## src/rtl/arcade_input_conditioner.sv

```systemverilog
//------------------------------------------------------------------------------
// Module   : arcade_input_conditioner
// Purpose  : Conditions the two hps_io joystick words for the galaga core in the
//            clk_sys domain. The pads are merged and opposing directions are
//            suppressed. Start lines are produced, each coin press becomes a
//            fixed-width pulse followed by a guard window, and the pause button
//            toggles a latched pause request.
// Macro    : AUTOFIRE_EN - when defined, adds an autofire generator on the fire
//            button, gated by autofire_en. When undefined, m_fire is raw fire.
// Ports    : clk_sys            system clock, rising edge
//            reset_n            asynchronous active-low reset
//            joystick_0/1[15:0] pads: [0]R [1]L [2]D [3]U [4]fire [5]start1P
//                               [6]start2P [7]coin [8]pause
//            autofire_en        autofire enable (AUTOFIRE_EN builds only)
//            pause_clr          synchronous clear of pause_req
//            m_up/down/left/right, m_fire, m_start1, m_start2  level outputs
//            m_coin1, m_coin2   shaped coin pulses
//            pause_req          toggled pause request
// Revision : 1.0 - initial release
//------------------------------------------------------------------------------
`default_nettype none
`timescale 1ns/1ps

module arcade_input_conditioner #(
   parameter int CLK_KHZ = 18432,
   parameter int COIN_MS = 50,
   parameter int AF_MS   = 33
) (
   input  logic        clk_sys,
   input  logic        reset_n,
   input  logic [15:0] joystick_0,
   input  logic [15:0] joystick_1,
   input  logic        autofire_en,
   input  logic        pause_clr,
   output logic        m_up,
   output logic        m_down,
   output logic        m_left,
   output logic        m_right,
   output logic        m_fire,
   output logic        m_start1,
   output logic        m_start2,
   output logic        m_coin1,
   output logic        m_coin2,
   output logic        pause_req
);

   localparam int COIN_CYC = COIN_MS * CLK_KHZ;
   localparam int CW       = (COIN_CYC > 1) ? $clog2(COIN_CYC) : 1;
   localparam logic [CW-1:0] COIN_LOAD = CW'(COIN_CYC - 1);

   typedef enum logic [1:0] {
      COIN_IDLE  = 2'd0,
      COIN_PULSE = 2'd1,
      COIN_GUARD = 2'd2
   } coin_state_e;

   // Only the mapped bits of each pad are registered.
   logic [8:0] j0_q, j1_q;
   logic [8:0] joy;
   logic [1:0] coin_prev_q;
   logic       pause_prev_q;
   logic       up_q, down_q, left_q, right_q, fire_q, start1_q, start2_q;
   logic       pause_q, pause_d;
   logic       fire_d;
   logic [1:0] coin_raw;
   logic [1:0] coin_out;
   logic       unused_bits;

   assign joy      = j0_q | j1_q;
   assign coin_raw = {j1_q[7], j0_q[7]};

   // Input stage, edge-detect history and registered level outputs.
   always_ff @(posedge clk_sys or negedge reset_n) begin
      if (!reset_n) begin
         j0_q         <= '0;
         j1_q         <= '0;
         coin_prev_q  <= '0;
         pause_prev_q <= 1'b0;
         up_q         <= 1'b0;
         down_q       <= 1'b0;
         left_q       <= 1'b0;
         right_q      <= 1'b0;
         fire_q       <= 1'b0;
         start1_q     <= 1'b0;
         start2_q     <= 1'b0;
         pause_q      <= 1'b0;
      end else begin
         j0_q         <= joystick_0[8:0];
         j1_q         <= joystick_1[8:0];
         coin_prev_q  <= coin_raw;
         pause_prev_q <= joy[8];
         // Opposing directions cancel each other out.
         up_q         <= joy[3] & ~joy[2];
         down_q       <= joy[2] & ~joy[3];
         left_q       <= joy[1] & ~joy[0];
         right_q      <= joy[0] & ~joy[1];
         fire_q       <= fire_d;
         // Each start line combines one pad's own start with the other
         // pad's cross start.
         start1_q     <= j0_q[5] | j1_q[6];
         start2_q     <= j1_q[5] | j0_q[6];
         pause_q      <= pause_d;
      end
   end

   // The clear has priority over a same-cycle toggle edge.
   always_comb begin
      pause_d = pause_q ^ (joy[8] & ~pause_prev_q);
      if (pause_clr) begin
         pause_d = 1'b0;
      end
   end

   // Coin shapers: one pulse of COIN_CYC clocks, then a guard window of the
   // same length in which further edges are ignored.
   for (genvar gi = 0; gi < 2; gi++) begin : g_coin
      coin_state_e    state_q, state_d;
      logic [CW-1:0]  cnt_q, cnt_d;
      logic           rise;

      assign rise = coin_raw[gi] & ~coin_prev_q[gi];

      always_ff @(posedge clk_sys or negedge reset_n) begin
         if (!reset_n) begin
            state_q <= COIN_IDLE;
            cnt_q   <= '0;
         end else begin
            state_q <= state_d;
            cnt_q   <= cnt_d;
         end
      end

      always_comb begin
         state_d = state_q;
         cnt_d   = cnt_q;
         case (state_q)
            COIN_IDLE: begin
               if (rise) begin
                  state_d = COIN_PULSE;
                  cnt_d   = COIN_LOAD;
               end
            end
            COIN_PULSE: begin
               if (cnt_q == '0) begin
                  state_d = COIN_GUARD;
                  cnt_d   = COIN_LOAD;
               end else begin
                  cnt_d = cnt_q - CW'(1);
               end
            end
            COIN_GUARD: begin
               if (cnt_q == '0) begin
                  state_d = COIN_IDLE;
               end else begin
                  cnt_d = cnt_q - CW'(1);
               end
            end
            default: begin
               state_d = COIN_IDLE;
               cnt_d   = '0;
            end
         endcase
      end

      assign coin_out[gi] = (state_q == COIN_PULSE);
   end

`ifdef AUTOFIRE_EN
   localparam int AF_CYC = AF_MS * CLK_KHZ;
   localparam int AW     = (AF_CYC > 1) ? $clog2(AF_CYC) : 1;
   localparam logic [AW-1:0] AF_LAST = AW'(AF_CYC - 1);

   logic [AW-1:0] af_cnt_q, af_cnt_d;
   logic          af_low_q, af_low_d;

   always_ff @(posedge clk_sys or negedge reset_n) begin
      if (!reset_n) begin
         af_cnt_q <= '0;
         af_low_q <= 1'b0;
      end else begin
         af_cnt_q <= af_cnt_d;
         af_low_q <= af_low_d;
      end
   end

   // af_low_q marks the low half of the period. Both the counter and the
   // phase clear whenever fire is not being autofired, so every new press
   // starts with a full high half-period.
   always_comb begin
      af_cnt_d = '0;
      af_low_d = 1'b0;
      fire_d   = joy[4];
      if (autofire_en && joy[4]) begin
         fire_d = ~af_low_q;
         if (af_cnt_q == AF_LAST) begin
            af_low_d = ~af_low_q;
         end else begin
            af_cnt_d = af_cnt_q + AW'(1);
            af_low_d = af_low_q;
         end
      end
   end

   assign unused_bits = ^{joystick_0[15:9], joystick_1[15:9], joy[7:5]};
`else
   assign fire_d      = joy[4];
   assign unused_bits = ^{joystick_0[15:9], joystick_1[15:9], joy[7:5], autofire_en};
`endif

   assign m_up      = up_q;
   assign m_down    = down_q;
   assign m_left    = left_q;
   assign m_right   = right_q;
   assign m_fire    = fire_q;
   assign m_start1  = start1_q;
   assign m_start2  = start2_q;
   assign m_coin1   = coin_out[0];
   assign m_coin2   = coin_out[1];
   assign pause_req = pause_q;

endmodule

`default_nettype wire
```

## config.mk

```make
export PLATFORM = sky130hd
export DESIGN_NAME = arcade_input_conditioner
export DESIGN_NICKNAME = d
export VERILOG_FILES = /design/src/rtl/arcade_input_conditioner.sv
export SDC_FILE = /design/constraint.sdc
export NUM_CORES = 1
export LEC_CHECK = 0
export BUFFER_PORTS_ARGS = -buffer_cell sky130_fd_sc_hd__buf_2
export CAP_MARGIN = 40
export CORE_MARGIN = 2
export CORE_UTILIZATION = 56
export DETAILED_ROUTE_END_ITERATION = 6
export HOLD_SLACK_MARGIN = 0.02
export PLACE_DENSITY = 0.87
export SKIP_LAST_GASP = 1
export SLEW_MARGIN = 20
export SYNTH_ARGS = -nofsm -noshare
export SYNTH_HDL_FRONTEND = slang
export SYNTH_SLANG_ARGS = --single-unit
```

## constraint.sdc

```tcl
create_clock -name clk_sys -period 2.27 [get_ports clk_sys]
set_input_delay 0.227 -clock clk_sys [delete_from_list [all_inputs] [get_ports clk_sys]]
set_output_delay 0.227 -clock clk_sys [all_outputs]
set_load 0.05 [all_outputs]
```

==> results.yml, run 1 <==
setup_path:
  critPathKind: "flip-flop to flip-flop"
  r2r_start: "g_coin[0].cnt_q[7]"
  crit_path_end: "g_coin[0].cnt_q[6]"
  reg2reg_to: "g_coin[0].cnt_q[6]"
  r2r_cells: 6
  critPathLaunch: "g_coin[0].cnt_q[7]"
  cp.required_ns: 2.54
  reg2reg_setup_slack_ns: 0.003
  endpoint_kind: "flip-flop"
  crit_arrival_ns: 2.54
  startpoint_type: "flip-flop"
  worstPathMaxFanout: 9
finish:
  final-seq-area_um2: 1830
  nNetsFinal: 516
  multi_input_area_um2: 1880
  syn_to_final_growth_pct: 25.2
  n_antenna_cell: 0
  fin_util_pct: 73.3
  drive_gt1_share_pct: 24.2
  fillers: 416
  finalInstanceArea_um2: 4680
worst_hold_path:
  hold_path.class: "flip-flop to flip-flop"
  min-delay-start: "j0_q[7]"
sta:
  relSlewSlack_pct: 71.4
  worstMarginPinSlew_ns: 0.425
  max_freq_mhz: 441
  finalClockSkew_ns: 0.0116
  setup_viol: 0
  min_period_ns: 2.27
  finalHoldViolations: 0
  period_share_pct: 99.9
  setup_tns_ns: 0
  rsz0062_at_grt: "yes"
  drv_slew: 0
  timing.final.ws_setup_ns: 0.00260
pwr:
  total_power_mw: 3.68
  p_clk_share_pct: 24.7
  p_switching_mw: 1.31
  power_frac_comb_pct: 27.3
  cellPowerDensity_nw_per_um2: 786
  leakagePower_nw: 1.91
  ir_drop_uv: 601
  pwr-share-seq_pct: 48.0
  internal_power_mw: 2.37
  switching_share_pct: 35.5
placement:
  gp_congestion: 0.937
  place_ws_ns: -0.0206
  io_buffers: 30
  dp_hpwl_um: 6130
  placed_cell_area_um2: 4230
cts:
  cts_buffers: 9
  cts_setup_buffers: 0
  clock_latency_ns: 0.36
  tritoncts: "built"
  cts-root-buf: "clkbuf_8"
  clk_pin_slew_worst_paths_ns: 0.08
  clock_path_buffers: 2
  cts.sinks: 73
  h-tree-depth: 3
logic_synthesis:
  synth_seq_area_share_pct: 48.9
  synth_cells: 394
  synth_fp_nets: 434
  synthArstFlopShare_pct: 100
  ys_top_cells_by_area: "dfrtp_1 (49%), nor2_1 (4.6%), a21oi_1 (3.7%)"
  synth_area_leader_cell: "dfrtp_1"
  synthFlopType: "dfrtp_1"
  yosysTopAreaCellShare_pct: 48.9
  ys_types: 56
  synth_area_um2: 3740
  synth_edf_count: 0
  syn_avg_cell_area_um2: 9.49
  yosysWarningCount: 0
  ys_ff_latch: 73
run:
  max_cap_violations: 0
routing:
  drt_iter0_drc: 289
  first_pass_iters: 6
  drcViolationCount: 0
  antenna_left: 0
  vias_per_cell: 6.45
  via_count: 3592
  wl_per_cell_um: 18.1
  drt-total-wl_um: 10100
global_route:
  grt_usage_pct: 28.4
  overflow: 0
  antenna_found_initial: 0
  grt_pass1_vias: 3521
  grt_pass1_wl_um: 16300
  grt_max_degree: 74
floorplanning:
  die_w_um: 85.7
  ioPinCount: 46
  initial_utilization_pct: 58.5
  die-area_um2: 7350
  core_um2: 6390
  die_h_um: 85.7
  core.rowCount: 29
outcome:
  status: "complete, no violations"
==> layer usage <==
| layer | vias up | wire length [um] | part of all wire, % | GRT usage, % |
|---|---|---|---|---|
| li1 | 1623 | - | - | - |
| met3 | 56 | 706 | 7.0 | 6.64 |
| met4 | 0 | 431 | 4.3 | 15.3 |
| met5 | - | 0 | 0 | 0 |
| met2 | 200 | 5090 | 51 | 49.2 |
| met1 | 1713 | 3840 | 38 | 32.5 |
==> synthesized netlist by cell type, types with 5 or more instances <==
master,count
a211oi_1,6
dfrtp_1,73
nor4_1,12
a21oi_1,28
xnor2_1,8
nor3_1,14
nor2b_1,8
nand4_1,6
a31oi_1,5
inv_1,6
xor2_1,8
nand2b_1,6
nand2_1,29
nand3_1,13
or2_2,6
and3_1,8
clkbuf_1,14
o21ai_0,22
o21a_1,6
nor2_1,46
o31ai_1,5
o22ai_1,5
==> metrics by stage <==
stage / std cells / hold WS (ns)
after floorplan: 394 / -0.0686
after CTS: 557 / 0.369
final: 557 / 0.365
after detailed placement: 522 / 0.286
after global routing: 557 / 0.382
after global placement: 522 / 0.282
==> repair_timing <==
item,in CTS,in global routing
hold endpoints to repair,92,0
endpoints found under the setup margin,6,29
resized for setup,2,15
hold buffers,20,0
==> power groups by stage <==
stage	combinational, mW	sequential [mW]	clock (mW)
2_1_floorplan	0.628	1.73	0
3_3_place_gp	0.871	1.74	0
3_5_place_dp	0.928	1.76	0
4_1_cts	0.964	1.74	0.927
5_1_grt	1.10	1.79	0.973
6_report	1.00	1.77	0.910
==> state kept, by name (all words and copies together) (netlist names) <==
register,cells
pause_prev_q,1
coin_prev_q,2
m_right,1
m_up,1
m_down,1
m_start2,1
pause_req,1
j1_q,9
m_start1,1
m_fire,1
j0_q,9
m_left,1
g_coin.state_q,4
g_coin.cnt_q,40
==> worst min-delay path by stage <==
stage	endpoint	slack (ns)	depth (start not counted)
2_1_floorplan	coin_prev_q[0]	-0.07	0
3_3_place_gp	pause_req	0.28	2
3_5_place_dp	m_start1	0.29	2
4_1_cts	coin_prev_q[0]	0.37	0
5_1_grt	coin_prev_q[0]	0.38	0
6_report	coin_prev_q[0]	0.37	0
==> layout make-up <==
type,count,area share [%]
clock inverter,6,0.962
clock buffer,9,2.65
multi-input combinational,294,40.2
inverter,7,0.561
timing repair buffer,91,14.6
sequential,73,39.0
tap,77,2.06
==> logic make-up after synthesis <==
kind of cell,Yosys count,share of synthesized area [%]
AO/OA/AOI/OAI,106,18.8
XOR/XNOR,16,3.75
adder cells (fa/ha/maj),4,1.34
buffers and inverters,27,3.05
flip-flops,73,48.9
multiplexers,1,0.301
AND/OR/NAND/NOR,167,23.9
==> layout by cell type (no fill, tap or decap), types with 5 or more instances in the layout <==
| cell | count |
|---|---|
| and3_1 | 8 |
| buf_2 | 30 |
| xor2_1 | 8 |
| nor4_2 | 5 |
| nor2_1 | 46 |
| nor3_1 | 11 |
| o21ai_1 | 5 |
| o31ai_1 | 5 |
| nand2b_1 | 6 |
| a211oi_1 | 5 |
| o21ai_0 | 20 |
| nor4_1 | 8 |
| dlygate4sd3_1 | 20 |
| buf_4 | 39 |
| clkbuf_8 | 9 |
| a21oi_1 | 28 |
| xnor2_1 | 8 |
| inv_1 | 6 |
| nand3_1 | 13 |
| nand4_1 | 6 |
| dfrtp_1 | 73 |
| or2_2 | 6 |
| nand2_1 | 29 |
| nor2b_1 | 8 |
| o21a_1 | 5 |
| o22ai_1 | 5 |
==> worst max-delay path, stage by stage, from the launching register on <==
cell and delay, ns:
dfrtp_1 0.41, or4_4 0.59, nor4b_4 0.35, a31oi_4 0.20
buf_4 0.21, and3_1 0.19, a211oi_2 0.22
Note: power is estimated with default switching activity, not from simulation.
==> run 2, diff against run 1 <==
==> constraint.sdc (replaced) <==
create_clock -name clk_sys -period 2.61 [get_ports clk_sys]
set_input_delay 0.261 -clock clk_sys [delete_from_list [all_inputs] [get_ports clk_sys]]
set_output_delay 0.261 -clock clk_sys [all_outputs]
set_load 0.05 [all_outputs]
==> run 2 against run 1 <==
First-iteration DRC count increased by 31%. Combinational power decreased by 27%. Non-clock buffer count decreased by 26. Critical endpoint is now g_coin[0].cnt_q[12].
==> results.yml, run 2 (synthesized netlist as in run 1, its figures left out) <==
outcome:
  status: "complete, no violations"
worst_hold_path:
  min-delay-start: "pause_clr"
  worstHoldEndpoint: "pause_req"
  hold_path_depth: 2
  hold_path.class: "input port to flip-flop"
sta:
  finalClockSkew_ns: 0.0137
  setup_viol: 0
  rsz0062_at_grt: "no"
  max_freq_mhz: 400
  relSlewSlack_pct: 47.7
  period_share_pct: 95.8
  drv_slew: 0
  worstMarginPinSlew_ns: 0.781
  min_period_ns: 2.50
  timing.final.ws_setup_ns: 0.110
  setup_tns_ns: 0
  finalHoldViolations: 0
setup_path:
  critPathTopFamily: "simple AND/OR/NAND/NOR gates"
  r2r_cells: 7
  cp.required_ns: 2.83
  worstPathMaxFanout: 13
  cpPeakStageDelay_ns: 0.58
  crit_arrival_ns: 2.72
  endpoint_kind: "flip-flop"
  critical_path_depth: 7
  r2r_start: "g_coin[0].cnt_q[9]"
  timing.critical_path.buf_inv: 1
  reg2reg_setup_slack_ns: 0.11
  slowest_stage: "nor4_1"
  reg2reg_to: "g_coin[0].cnt_q[12]"
  startpoint_type: "flip-flop"
  cp_cell_sequence: "buf_4 -> nor4_1 -> nand4b_1 -> o21a_1 -> and3_1 -> xnor2_1 -> nor2_1"
  critPathKind: "flip-flop to flip-flop"
routing:
  via_count: 3409
  wl_per_cell_um: 17.3
  vias_per_cell: 6.41
  drt-total-wl_um: 9200
  drcViolationCount: 0
  first_pass_iters: 5
  antenna_left: 0
  drt_iter0_drc: 379
pwr:
  ir_drop_uv: 599
  leakagePower_nw: 1.80
  cellPowerDensity_nw_per_um2: 732
  total_power_mw: 3.24
global_route:
  grt_pass1_wl_um: 15700
  antenna_found_initial: 0
  grt_pass1_vias: 3437
  grt_max_degree: 74
  grt_usage_pct: 26.8
  overflow: 0
floorplanning:
  core.rowCount: 29
  core_um2: 6390
  die_h_um: 85.7
  die_w_um: 85.7
  ioPinCount: 46
  die-area_um2: 7350
  initial_utilization_pct: 58.5
cts:
  cts_buffers: 9
  tritoncts: "built"
  clock_path_buffers: 2
  cts-root-buf: "clkbuf_8"
  cts_setup_buffers: 0
  h-tree-depth: 3
  cts.repair.resized: 0
  clock_latency_ns: 0.36
  clk_pin_slew_worst_paths_ns: 0.09
  cts.sinks: 73
  cts_hold_buf: 18
run:
  max_cap_violations: 0
finish:
  syn_to_final_growth_pct: 18.4
  n_antenna_cell: 0
  final_cell_mix: "dfrtp_1 (73), nor2_1 (46), buf_2 (30), nand2_1 (29), a21oi_1 (28)"
  drive_gt1_share_pct: 17.4
  nNetsFinal: 490
  final_common_cell: "dfrtp_1"
  regMostFlops: "g_coin.cnt_q"
  largest_reg_flops: 40
  reg_top3: "g_coin.cnt_q (40), j0_q (9), j1_q (9)"
placement:
  io_buffers: 30
  dp_hpwl_um: 5870
  gp_congestion: 0.924
  place_ws_ns: 0.235
[run 2: where the power goes]
part / switching [mW] / total [mW] / internal, mW
sequential: 0.258 / 1.57 / 1.31
combinational: 0.385 / 0.729 / 0.344
clock: 0.488 / 0.946 / 0.458
total: 1.13 / 3.24 / 2.11
[run 2: per-stage QoR]
stage | instance area, um2 | instances | util (%) | hold slack [ns]
after floorplan | 3740 | 394 | - | -0.0346
after global placement | 4030 | 497 | 63.1 | 0.316
after detailed placement | 4030 | 497 | 63.1 | 0.317
after CTS | 4420 | 531 | 69.2 | 0.0223
after global routing | 4430 | 532 | 69.3 | 0.0319
final | 4430 | 532 | 69.3 | 0.0413
[run 2: how the worst max path moves through the flow]
| stage | startpoint | end |
|---|---|---|
| 2_1_floorplan | g_coin[0].cnt_q[6] | g_coin[0].cnt_q[19] |
| 3_3_place_gp | g_coin[0].cnt_q[6] | g_coin[0].cnt_q[4] |
| 3_5_place_dp | g_coin[0].cnt_q[6] | g_coin[0].cnt_q[6] |
| 4_1_cts | g_coin[0].cnt_q[6] | g_coin[0].cnt_q[6] |
| 5_1_grt | g_coin[0].cnt_q[0] | g_coin[0].cnt_q[4] |
| 6_report | g_coin[0].cnt_q[9] | g_coin[0].cnt_q[12] |
[run 2: metal layers]
metal  vias up  track usage [%]  wire [um]
li1       1562                -          -
met1      1621             32.6       3530
met2       190             46.2       4750
met3        36             5.20        657
met4         0             12.3        264
met5         -                0          0
[run 2: worst register-to-register path, cell delays in order (launching register included)]
cell and delay [ns]:
dfrtp_1 0.42, buf_4 0.17, nor4_1 0.58, nand4b_1 0.27
o21a_1 0.43, and3_1 0.29, xnor2_1 0.16, nor2_1 0.06
[run 2: area by class of cell]
cell class	instances	area [um2]
Timing Repair Buffer	65	473
Inverter	7	26.3
Sequential cell	73	1830
Clock inverter	7	82.6
Tap cell	77	96.3
Multi-Input combinational cell	294	1800
Fill cell	447	1960
Clock buffer	9	124
